--- src/rtl/multimode_shift_register_if.sv ---
// Handshake and data bundle for multimode_shift_register.
// The master drives the request side; the slave (the shifter) drives status and data.
interface multimode_shift_register_if #(
  parameter int WIDTH = 16,
  parameter int CNT_W = 5
);
  logic             START;
  logic [2:0]       MODE;
  logic [CNT_W-1:0] AMT;
  logic             SER_IN;
  logic [WIDTH-1:0] S_bus;
  logic [WIDTH-1:0] Q;
  logic             C;
  logic             BUSY;
  logic             DONE;

  modport master (
    output START, MODE, AMT, SER_IN, S_bus,
    input  Q, C, BUSY, DONE
  );

  modport slave (
    input  START, MODE, AMT, SER_IN, S_bus,
    output Q, C, BUSY, DONE
  );
endinterface

--- src/rtl/multimode_shift_register.sv ---
// Multimode shift register: load, clear, logical/arithmetic shifts and rotates.
// Multi-bit shifts run one bit per cycle under a small IDLE/RUN/FIN controller.
// Every output comes straight from a register.
module multimode_shift_register #(
  parameter int WIDTH = 16,
  parameter int CNT_W = 5
) (
  input logic                      CLK,
  input logic                      CLR,
  multimode_shift_register_if.slave sr
);

  typedef enum logic [1:0] {
    IDLE = 2'd0,
    RUN  = 2'd1,
    FIN  = 2'd2
  } state_t;

  typedef enum logic [2:0] {
    M_LOAD = 3'b000,
    M_SHL  = 3'b001,
    M_SHR  = 3'b010,
    M_SAR  = 3'b011,
    M_ROL  = 3'b100,
    M_ROR  = 3'b101,
    M_ZERO = 3'b110,
    M_NOP  = 3'b111
  } mode_t;

  state_t           state;
  mode_t            mode_r;
  logic [CNT_W-1:0] cnt;
  logic [WIDTH-1:0] q_r;
  logic             c_r;
  logic             busy_r;
  logic             done_r;

  // One single-bit step of the latched operation; returns {bit_out, new_q}.
  function automatic logic [WIDTH:0] step_one(
    input mode_t            m,
    input logic [WIDTH-1:0] v,
    input logic             fill,
    input logic             cur_c
  );
    logic [WIDTH:0] r;
    r = {cur_c, v};
    case (m)
      M_SHL:   r = {v[WIDTH-1], v[WIDTH-2:0], fill};
      M_SHR:   r = {v[0], fill, v[WIDTH-1:1]};
      M_SAR:   r = {v[0], v[WIDTH-1], v[WIDTH-1:1]};
      M_ROL:   r = {v[WIDTH-1], v[WIDTH-2:0], v[WIDTH-1]};
      M_ROR:   r = {v[0], v[0], v[WIDTH-1:1]};
      default: r = {cur_c, v};
    endcase
    return r;
  endfunction

  // Controller and datapath: accept requests in IDLE, step once per cycle in RUN,
  // pulse DONE for one cycle in FIN.
  always_ff @(posedge CLK) begin
    // NOTE: all state in this block uses non-blocking assignments so every
    // register samples the pre-edge values, regardless of statement order.
    if (CLR) begin
      state  <= IDLE;
      mode_r <= M_NOP;
      cnt    <= '0;
      q_r    <= '0;
      c_r    <= 1'b0;
      busy_r <= 1'b0;
      done_r <= 1'b0;
    end else begin
      case (state)
        IDLE: begin
          busy_r <= 1'b0;
          done_r <= 1'b0;
          if (sr.START) begin
            mode_r <= mode_t'(sr.MODE);
            case (mode_t'(sr.MODE))
              M_LOAD: begin
                q_r    <= sr.S_bus;
                c_r    <= 1'b0;
                done_r <= 1'b1;
                state  <= FIN;
              end
              M_ZERO: begin
                q_r    <= '0;
                c_r    <= 1'b0;
                done_r <= 1'b1;
                state  <= FIN;
              end
              M_NOP: begin
                done_r <= 1'b1;
                state  <= FIN;
              end
              default: begin
                if (sr.AMT == '0) begin
                  done_r <= 1'b1;
                  state  <= FIN;
                end else begin
                  cnt    <= sr.AMT;
                  busy_r <= 1'b1;
                  state  <= RUN;
                end
              end
            endcase
          end
        end
        RUN: begin
          {c_r, q_r} <= step_one(mode_r, q_r, sr.SER_IN, c_r);
          cnt        <= cnt - CNT_W'(1);
          if (cnt == CNT_W'(1)) begin
            busy_r <= 1'b0;
            done_r <= 1'b1;
            state  <= FIN;
          end
        end
        FIN: begin
          done_r <= 1'b0;
          state  <= IDLE;
        end
        default: begin
          busy_r <= 1'b0;
          done_r <= 1'b0;
          state  <= IDLE;
        end
      endcase
    end
  end

  assign sr.Q    = q_r;
  assign sr.C    = c_r;
  assign sr.BUSY = busy_r;
  assign sr.DONE = done_r;

endmodule

--- src/flat_wrapper.sv ---
// flat-port wrapper written by rule: the top's interface ports become plain ports
module multimode_shift_register_flat 
#(
  parameter int WIDTH = 16,
  parameter int CNT_W = 5
)
  (CLK, CLR, sr_START, sr_MODE, sr_AMT, sr_SER_IN, sr_S_bus, sr_Q, sr_C, sr_BUSY, sr_DONE);
  multimode_shift_register_if #(.WIDTH(WIDTH), .CNT_W(CNT_W)) sr_i ();
  input logic CLK;
  input logic CLR;
  input wire logic [$bits(sr_i.START)-1:0] sr_START;
  input wire logic [$bits(sr_i.MODE)-1:0] sr_MODE;
  input wire logic [$bits(sr_i.AMT)-1:0] sr_AMT;
  input wire logic [$bits(sr_i.SER_IN)-1:0] sr_SER_IN;
  input wire logic [$bits(sr_i.S_bus)-1:0] sr_S_bus;
  output wire logic [$bits(sr_i.Q)-1:0] sr_Q;
  output wire logic [$bits(sr_i.C)-1:0] sr_C;
  output wire logic [$bits(sr_i.BUSY)-1:0] sr_BUSY;
  output wire logic [$bits(sr_i.DONE)-1:0] sr_DONE;
  assign sr_i.START = sr_START;
  assign sr_i.MODE = sr_MODE;
  assign sr_i.AMT = sr_AMT;
  assign sr_i.SER_IN = sr_SER_IN;
  assign sr_i.S_bus = sr_S_bus;
  assign sr_Q = sr_i.Q;
  assign sr_C = sr_i.C;
  assign sr_BUSY = sr_i.BUSY;
  assign sr_DONE = sr_i.DONE;
  multimode_shift_register #(.WIDTH(WIDTH), .CNT_W(CNT_W)) u_core (.CLK(CLK), .CLR(CLR), .sr(sr_i));
endmodule
--- config.mk ---
export PLATFORM = sky130hd
export DESIGN_NAME = multimode_shift_register_flat
export DESIGN_NICKNAME = d
export VERILOG_FILES = /design/src/rtl/multimode_shift_register_if.sv /design/src/rtl/multimode_shift_register.sv /design/src/flat_wrapper.sv
export SDC_FILE = /design/constraint.sdc
export NUM_CORES = 1
export LEC_CHECK = 0
export ABC_AREA = 1
export CAP_MARGIN = 5
export CORE_AREA = 3 3 63 65
export DETAILED_ROUTE_END_ITERATION = 12
export DIE_AREA = 0 0 66 68
export PLACE_DENSITY = 0.93
export SLEW_MARGIN = 40
export SYNTH_ARGS = -nofsm -noshare
export SYNTH_HDL_FRONTEND = slang
export SYNTH_SLANG_ARGS = --single-unit
--- constraint.sdc ---
create_clock -name CLK -period 2.5 [get_ports CLK]
set_clock_uncertainty 0.2 [all_clocks]
set_input_delay 0.25 -clock CLK [delete_from_list [all_inputs] [get_ports CLK]]
set_output_delay 0.25 -clock CLK [all_outputs]
set_load 0.05 [all_outputs]
* After elaboration in Yosys (flattened, before gate mapping)
Cells that the tools add are included.
Operators by class: add/sub/neg operators 1, magnitude comparators 0, divide/modulo/power cells 0, multiply operators 0, bitwise operators 1, shifts and indexed selects 0, multiplexer cells 26, reductions and logical operators 13, equal/unequal tests 19
Operator list (count):
- one-hot mux 17 bit (5 select lines) | 1
- one-hot mux 16 bit (2 select lines) | 2
- 2-to-1 mux 16 bit | 1
- 2-to-1 mux 5 bit | 3
- equality test 3 bit, second input constant | 4
- AND reduction 4 bit | 3
- 2-to-1 mux 1 bit | 10
- != test 2 bit, second input constant | 5
- one-hot mux 5 bit (2 select lines) | 1
- 2-to-1 mux 2 bit | 4
- equality test 3 x 2 -> 1 bit, second input constant | 2
- != test 6 bit, second input constant | 1
- AND reduction 2 bit | 3
- equality test 5 x 1 -> 1 bit, second input constant | 1
- zero test 5 bit | 1
- != test 5 bit, second input constant | 1
- AND reduction 5 bit | 1
- subtractor 5 x 1 -> 5 bit, second input constant | 1
- one-hot mux 1 bit (2 select lines) | 2
- one-hot mux 2 bit (2 select lines) | 1
- equality test 3 x 1 -> 1 bit, second input constant | 1
- zero test 3 bit | 1
- != test 3 bit, second input constant | 1
- one-hot mux 1 bit (3 select lines) | 1
- other kinds (8) | 8
Word-level totals: memory bits (writable) 0, bits in registers 29, output and inout bits 19, memories kept 0, input bits 28, word-level logic and storage cells 68, bits in latches 0, memory bits (read-only) 0

* Logic depth before layout (Yosys ltp)
Gate-level depths: netlist (run 1).
word-level depth 5, mapped depth 11, depth with buffers taken out 10

* Least setup slack after synthesis (run 1)
Ideal clock, no wire load.
path type reg2reg, start register u_core.q_r[15] (netlist: u_core.sr.Q[15]), end register u_core.q_r[0] (netlist: u_core.sr.Q[0]), buffers on the path 0, stages on the path, launching flop included 7, path slack 0.990 ns, period minus slack after synthesis 1.510 ns, data arrival time 1.245 ns, data required time 2.235 ns, library setup time 0.065 ns, path through dfxtp_1 -> inv_1 -> nor3_1 -> nor2_1 -> a21oi_1 -> nor2_1 -> nor2_1
On the way: cells in the longest elaborated chain, start to end 2
RTL lines:
- start, declared | RTL line multimode_shift_register.sv:33 | logic [WIDTH-1:0] q_r;
- start signal, assigned | RTL line multimode_shift_register.sv:80 | q_r <= sr.S_bus;
- start signal, assigned | RTL line multimode_shift_register.sv:109 | {c_r, q_r} <= step_one(mode_r, q_r, sr.SER_IN, c_r);
- one-hot mux 17 bit (5 select lines) | RTL line multimode_shift_register.sv:47 | case (m)
- one-hot mux 16 bit (2 select lines) | RTL line multimode_shift_register.sv:72 | case (state)
Every way passes these cells. A chain may end at the register's enable or synchronous reset.

* Worst setup path after layout (run 1)
start register u_core.q_r[0] (netlist: u_core.sr.Q[0]), end output sr_Q[0]
RTL lines:
- end, declared | RTL line flat_wrapper.sv:16 | output wire logic [$bits(sr_i.Q)-1:0] sr_Q;
No word-level cell between the ends.

==> impl_metrics.py, run 1 <==
metrics = {
    "outcome": {
        "status": "completed",
    },
    "timing": {
        "drv_slew": 0,
        "hold_viol": 0,
        "fmax_ghz": 0.490,
        "max_slew_margin": 0.647,
        "rsz0062_at_grt": "false",
        "setup_slack_ns": 0.457,
        "finalCritPeriodShare": 0.817,
        "setup_tns_ns": 0,
        "tightestPinTransition_ns": 0.528,
        "fin_crit_ns": 2.04,
        "setup_violations": 0,
    },
    "clock_network": {
        "cts_buffers": 5,
        "postCtsSetupBuffers": 0,
        "ctsResizeCount": 0,
        "htreeDepth": 2,
        "clkSlewWorstSetupHoldPaths_ns": 0.10,
        "clkSinkCount": 29,
        "cts-root-buf": "clkbuf_4",
        "clk_latency_ns": 0.34,
        "cts_tree": "yes",
        "ctsHoldBuffers": 0,
        "clk_path_buf_depth": 2,
    },
    "routing": {
        "ant_nets": 0,
        "wl_per_cell_um": 11.4,
        "vias": 2060,
        "viasPerCell": 5.16,
        "routed_wl_um": 4530,
        "route.detailed.drc": 0,
        "dr.pass1.iters": 4,
        "drtIter0Drc": 178,
    },
    "layout": {
        "register_area_um2": 581,
        "diodes": 0,
        "fin_area_mm2": 0.00238,
        "area_growth_pct": 29.4,
        "final_nets": 382,
        "multi_input_area_mm2": 0.00105,
        "drive_above_1_share": 0.0708,
        "nFillCells": 277,
    },
    "setup_path": {
        "crit_family": "buffers and inverters",
        "arrival_ns": 1.59,
        "timing.critical_path.from_type": "register",
        "crit_type": "register to output pin",
        "cp_cell_sequence": "clkdlybuf4s50_1",
        "critPathMaxFanout": 5,
        "cp_slowest_cell": "clkdlybuf4s50_1",
        "required_ns": 2.05,
        "cp-end-kind": "output pin",
        "max_stage_delay_ns": 0.83,
        "crit_buf_inv": 1,
    },
    "floorplanning": {
        "start_util": 0.542,
        "fp-row-count": 21,
        "die_h_um": 68,
        "dieArea_mm2": 0.00449,
        "io-pin-count": 47,
        "coreArea_mm2": 0.00339,
        "die_w_um": 66,
    },
    "yosys": {
        "synth.area.top_cells": "dfxtp_1, nor2_1, nand2_1",
        "synthFlopType": "dfxtp_1",
        "synth_most_common_cell": "nor2_1",
        "synth-edff-count": 0,
        "netlist_area_mm2": 0.00184,
        "async_flop_share": 0,
        "synth_top_area_cell": "dfxtp_1",
        "avgSynthCellArea_um2": 5.96,
        "synthTopCellsByCount": "nor2_1, nand2_1, inv_1, dfxtp_1, nand3_1",
        "yosys.cell_types.count": 24,
        "syn_inst": 308,
        "synth_top_area_frac": 0.316,
        "synth_warnings": 0,
        "ys_seq_area_frac": 0.316,
        "synth_nets": 338,
        "synth-seq-cells": 29,
    },
    "global_route": {
        "grt_pass1_vias": 1861,
        "antenna_found_initial": 0,
        "grtUsageTotal": 0.219,
        "grt-ovfl-total": 0,
        "grt_pass1_wl_um": 7640,
        "grt_max_degree": 31,
    },
    "place": {
        "dp_hpwl_um": 3230,
        "gp_congestion": 0.878,
        "port_buffers": 46,
        "dp_slack_ns": 0.486,
        "dpl_cell_area_mm2": 0.00231,
    },
    "power_and_ir_drop": {
        "p_leak_nw": 1.03,
        "ir_worst_vdd_v": 0.000367,
        "p_per_area_mw_per_mm2": 671,
    },
    "hold_path": {
        "hp-class": "register to register",
    },
    "run": {
        "maxCapViolCount": 0,
    },
}
[path summary, 6_finish.rpt]
| check | start | end | slack, ns | depth (start not counted) |
|---|---|---|---|---|
| hold / removal | u_core.sr.BUSY$_SDFFE_PP0P_ | u_core.sr.BUSY$_SDFFE_PP0P_ | 0.30 | 2 |
| setup reg to reg | u_core.state[1]$_SDFFE_PP0P_ | u_core.sr.Q[5]$_SDFFE_PP0P_ | 0.67 | 7 |
| setup / recovery | u_core.sr.Q[0]$_SDFFE_PP0P_ | sr_Q[0] | 0.46 | 1 |
| hold reg to reg | u_core.sr.BUSY$_SDFFE_PP0P_ | u_core.sr.BUSY$_SDFFE_PP0P_ | 0.30 | 2 |
[cell families after synthesis]
family | after synthesis | share of synthesized area
and+or+nand+nor | 177 | 0.410
AOI/OAI and AO/OA | 52 | 0.146
DFF | 29 | 0.316
adders and majority gates | 2 | 0.0136
buffers and inverters | 48 | 0.114
[power breakdown]
part	internal (mW)	leakage, nW	switching (mW)
sequential	0.524	0.239	0.0587
clock	0.163	0.0413	0.177
combinational	0.242	0.754	0.432
[through the flow]
| step | utilization | cells | hold WS, ns | total power [mW] |
|---|---|---|---|---|
| floorplan | - | 308 | 0.119 | 1.08 |
| global placement | 0.681 | 391 | 0.251 | 1.25 |
| detailed placement | 0.681 | 391 | 0.291 | 1.26 |
| CTS | 0.701 | 399 | 0.305 | 1.60 |
| global route | 0.701 | 399 | 0.328 | 1.70 |
| finish | 0.701 | 399 | 0.304 | 1.60 |
[final cells by class]
class	instances	area share
multi-input combinational	231	0.441
sequential	29	0.244
timing repair buffer	49	0.203
inverter	36	0.0584
clock buffer	7	0.0274
tap	46	0.0242
clock inverter	1	0.00211
[flip-flops by register name, indices dropped and copies added, names as in the netlist]
signal,count
u_core.cnt,5
u_core.state,2
u_core.sr.BUSY,1
u_core.mode_r,3
u_core.sr.Q,16
u_core.sr.C,1
u_core.sr.DONE,1
[cells in the final DEF, fill, tap and decap left out, types with 2 or more instances in the layout]
master / n
a21oi_1: 9
buf_4: 3
clkbuf_4: 5
clkbuf_8: 2
clkdlybuf4s50_1: 46
clkinv_2: 2
dfxtp_1: 29
ha_1: 2
inv_1: 30
inv_2: 4
nand2_1: 68
nand2_2: 4
nand3_1: 25
nand4_1: 4
nor2_1: 71
nor2_4: 2
o211ai_1: 3
o21ai_0: 17
o21ai_1: 22
[per-layer routing]
layer  global-route usage  wire length, um  vias up
li1                     -                -     1065
met1                0.250             1960      921
met2                0.389             2200       68
met3               0.0509              301        6
met4                0.102               74        0
met5                    0                0        -
No activity file was read; power rests on OpenSTA's default activity.
==> run 2, diff against run 1 <==
--- a/config.mk
+++ b/config.mk
@@ -7,10 +7,10 @@
 export LEC_CHECK = 0
 export ABC_AREA = 1
 export CAP_MARGIN = 5
-export CORE_AREA = 3 3 63 65
+export CORE_AREA = 3 3 66 68
 export DETAILED_ROUTE_END_ITERATION = 12
-export DIE_AREA = 0 0 66 68
-export PLACE_DENSITY = 0.93
+export DIE_AREA = 0 0 69 71
+export PLACE_DENSITY = 0.86
 export SLEW_MARGIN = 40
 export SYNTH_ARGS = -nofsm -noshare
 export SYNTH_HDL_FRONTEND = slang
==> constraint.sdc (replaced) <==
create_clock -name CLK -period 2.09 [get_ports CLK]
set_clock_uncertainty 0.2 [all_clocks]
set_input_delay 0.209 -clock CLK [delete_from_list [all_inputs] [get_ports CLK]]
set_output_delay 0.209 -clock CLK [all_outputs]
set_load 0.05 [all_outputs]
==> run 2 against run 1 <==
  * Critical path depth stayed put
  * Global-route usage is 2.0 points lower
  * Clock power is 76% higher
  * Sequential share of layout area is 0.66 points lower
  * Routed wire length is 1.9% higher
  * Largest cell class unchanged
==> impl_metrics.py, run 2 (synthesis results as in run 1) <==
metrics = {
    "outcome": {
        "status": "completed",
    },
    "routing": {
        "ant_nets": 0,
        "drtIter0Drc": 215,
        "top_layer": "met4",
        "wl_met3_um": 259,
        "vias": 2031,
        "routed_wl_um": 4620,
        "route.detailed.drc": 0,
        "dr.pass1.iters": 4,
        "viasPerCell": 5.01,
        "wl_per_cell_um": 11.4,
        "wl_met2_um": 2280,
        "met1_length_um": 2000,
    },
    "setup_path": {
        "r2r-start": "u_core.state[0]$_SDFFE_PP0P_",
        "rrSetupSlack_ns": 0.34,
        "max_stage_delay_ns": 0.83,
        "critPathMaxFanout": 4,
        "reg2reg_to": "u_core.sr.Q[0]$_SDFFE_PP0P_",
        "cp_slowest_cell": "clkdlybuf4s50_1",
        "cp-end-kind": "output pin",
        "timing.critical_path.from_type": "register",
        "arrival_ns": 1.51,
        "crit_buf_inv": 1,
        "cp_cell_sequence": "clkdlybuf4s50_1",
        "required_ns": 1.68,
        "crit_family": "buffers and inverters",
        "crit_type": "register to output pin",
        "reg2reg_depth": 9,
    },
    "power_and_ir_drop": {
        "internal-power_mw": 1.31,
        "p_sw_uw": 800,
        "seqPwrFrac": 0.331,
        "pwr-share-comb": 0.386,
        "p_leak_nw": 1.06,
        "ir_worst_vdd_v": 0.000480,
        "swShare": 0.379,
        "clkPwrFrac": 0.283,
        "p_per_area_mw_per_mm2": 864,
    },
    "global_route": {
        "grt_max_degree": 31,
        "grt_pass1_vias": 1844,
        "grtUsageTotal": 0.199,
        "grt-ovfl-total": 0,
        "grt_pass1_wl_um": 8080,
        "antenna_found_initial": 0,
    },
    "timing": {
        "rsz0062_at_grt": "false",
        "drv_slew": 0,
        "setup_slack_ns": 0.174,
        "finalCritPeriodShare": 0.917,
        "hold_slack_ns": 0.285,
        "hold_viol": 0,
        "fmax_ghz": 0.522,
        "fin_crit_ns": 1.92,
        "tightestPinTransition_ns": 0.499,
        "max_slew_margin": 0.666,
        "setup_tns_ns": 0,
        "setup_violations": 0,
    },
    "place": {
        "dp_hpwl_um": 3300,
        "port_buffers": 46,
        "dp_slack_ns": 0.165,
        "gp_congestion": 0.822,
        "dp.cells": 397,
    },
    "floorplanning": {
        "die_w_um": 69,
        "dieArea_mm2": 0.00490,
        "start_util": 0.469,
        "io-pin-count": 47,
        "die_h_um": 71,
        "fp-row-count": 23,
        "coreArea_mm2": 0.00391,
    },
    "hold_path": {
        "hp-class": "register to register",
        "min_from": "u_core.sr.BUSY$_SDFFE_PP0P_",
        "min_to": "u_core.sr.BUSY$_SDFFE_PP0P_",
        "hold_depth": 2,
    },
    "clock_network": {
        "clkSinkCount": 29,
        "clkSlewWorstSetupHoldPaths_ns": 0.06,
        "ctsResizeCount": 0,
        "ctsHoldBuffers": 0,
        "htreeDepth": 2,
        "clk_path_buf_depth": 2,
        "postCtsSetupBuffers": 0,
        "clk_latency_ns": 0.28,
        "cts_buffers": 5,
        "cts_tree": "yes",
        "cts-root-buf": "clkbuf_8",
    },
    "layout": {
        "multi_input_area_mm2": 0.00105,
        "stdcell_count": 405,
        "layout_common_cells": "nor2_1, nand2_1, clkdlybuf4s50_1",
        "final_nets": 384,
        "nFillCells": 380,
        "area_growth_pct": 33.0,
        "final_common_cell": "nor2_1",
        "fin_util": 0.624,
        "register_area_um2": 581,
        "diodes": 0,
        "largest_reg_flops": 16,
        "drive_above_1_share": 0.0732,
    },
    "run": {
        "maxCapViolCount": 0,
    },
}
-- run 2: area by class of cell --
| class | instances | area share |
|---|---|---|
| inverter | 36 | 0.0568 |
| tap | 50 | 0.0256 |
| clock buffer | 7 | 0.0353 |
| multi-input combinational | 231 | 0.429 |
| timing repair buffer | 51 | 0.204 |
| clock inverter | 1 | 0.0123 |
| sequential | 29 | 0.238 |
-- run 2: stage by stage --
stage | power, mW | cell area (um^2)
after floorplan | 1.29 | 1840
after global placement | 1.50 | 2330
after detailed placement | 1.52 | 2330
after CTS | 2.12 | 2440
after global routing | 2.25 | 2440
final | 2.11 | 2440
-- run 2: how the worst max path moves through the flow --
| stage | from | endpoint | cells past startpoint |
|---|---|---|---|
| 4_1_cts | u_core.sr.Q[13]$_SDFFE_PP0P_ | sr_Q[13] | 1 |
| 3_3_place_gp | sr_MODE[2] | u_core.cnt[1]$_SDFFE_PP0P_ | 9 |
| 5_1_grt | u_core.sr.Q[9]$_SDFFE_PP0P_ | sr_Q[9] | 1 |
| 6_report | u_core.sr.Q[13]$_SDFFE_PP0P_ | sr_Q[13] | 1 |
| 3_5_place_dp | sr_MODE[2] | u_core.sr.Q[0]$_SDFFE_PP0P_ | 10 |
| 2_1_floorplan | u_core.sr.Q[15]$_SDFFE_PP0P_ | u_core.sr.Q[0]$_SDFFE_PP0P_ | 6 |
-- run 2: power groups by stage --
stage                     Sequential (mW)  Combinational [mW]  Clock, mW
after floorplan                     0.863               0.428          0
after global placement              0.709               0.795          0
after detailed placement            0.709               0.807          0
after CTS                           0.698               0.815      0.606
after global routing                0.711               0.910      0.632
final                               0.699               0.814      0.598
-- run 2: per-layer routing --
layer,vias to the layer above,GRT usage
met3,7,0.0426
met2,66,0.329
li1,1067,-
met1,891,0.258
met5,-,0
met4,0,0.0694
==> run 3, diff against run 2 <==
--- a/config.mk
+++ b/config.mk
@@ -6,7 +6,7 @@
 export NUM_CORES = 1
 export LEC_CHECK = 0
 export ABC_AREA = 1
-export CAP_MARGIN = 5
+export CAP_MARGIN = 10
 export CORE_AREA = 3 3 66 68
 export DETAILED_ROUTE_END_ITERATION = 12
 export DIE_AREA = 0 0 69 71
==> results of run 3 <==
No change in the layout: final DEF, timing and power equal those of run 2.
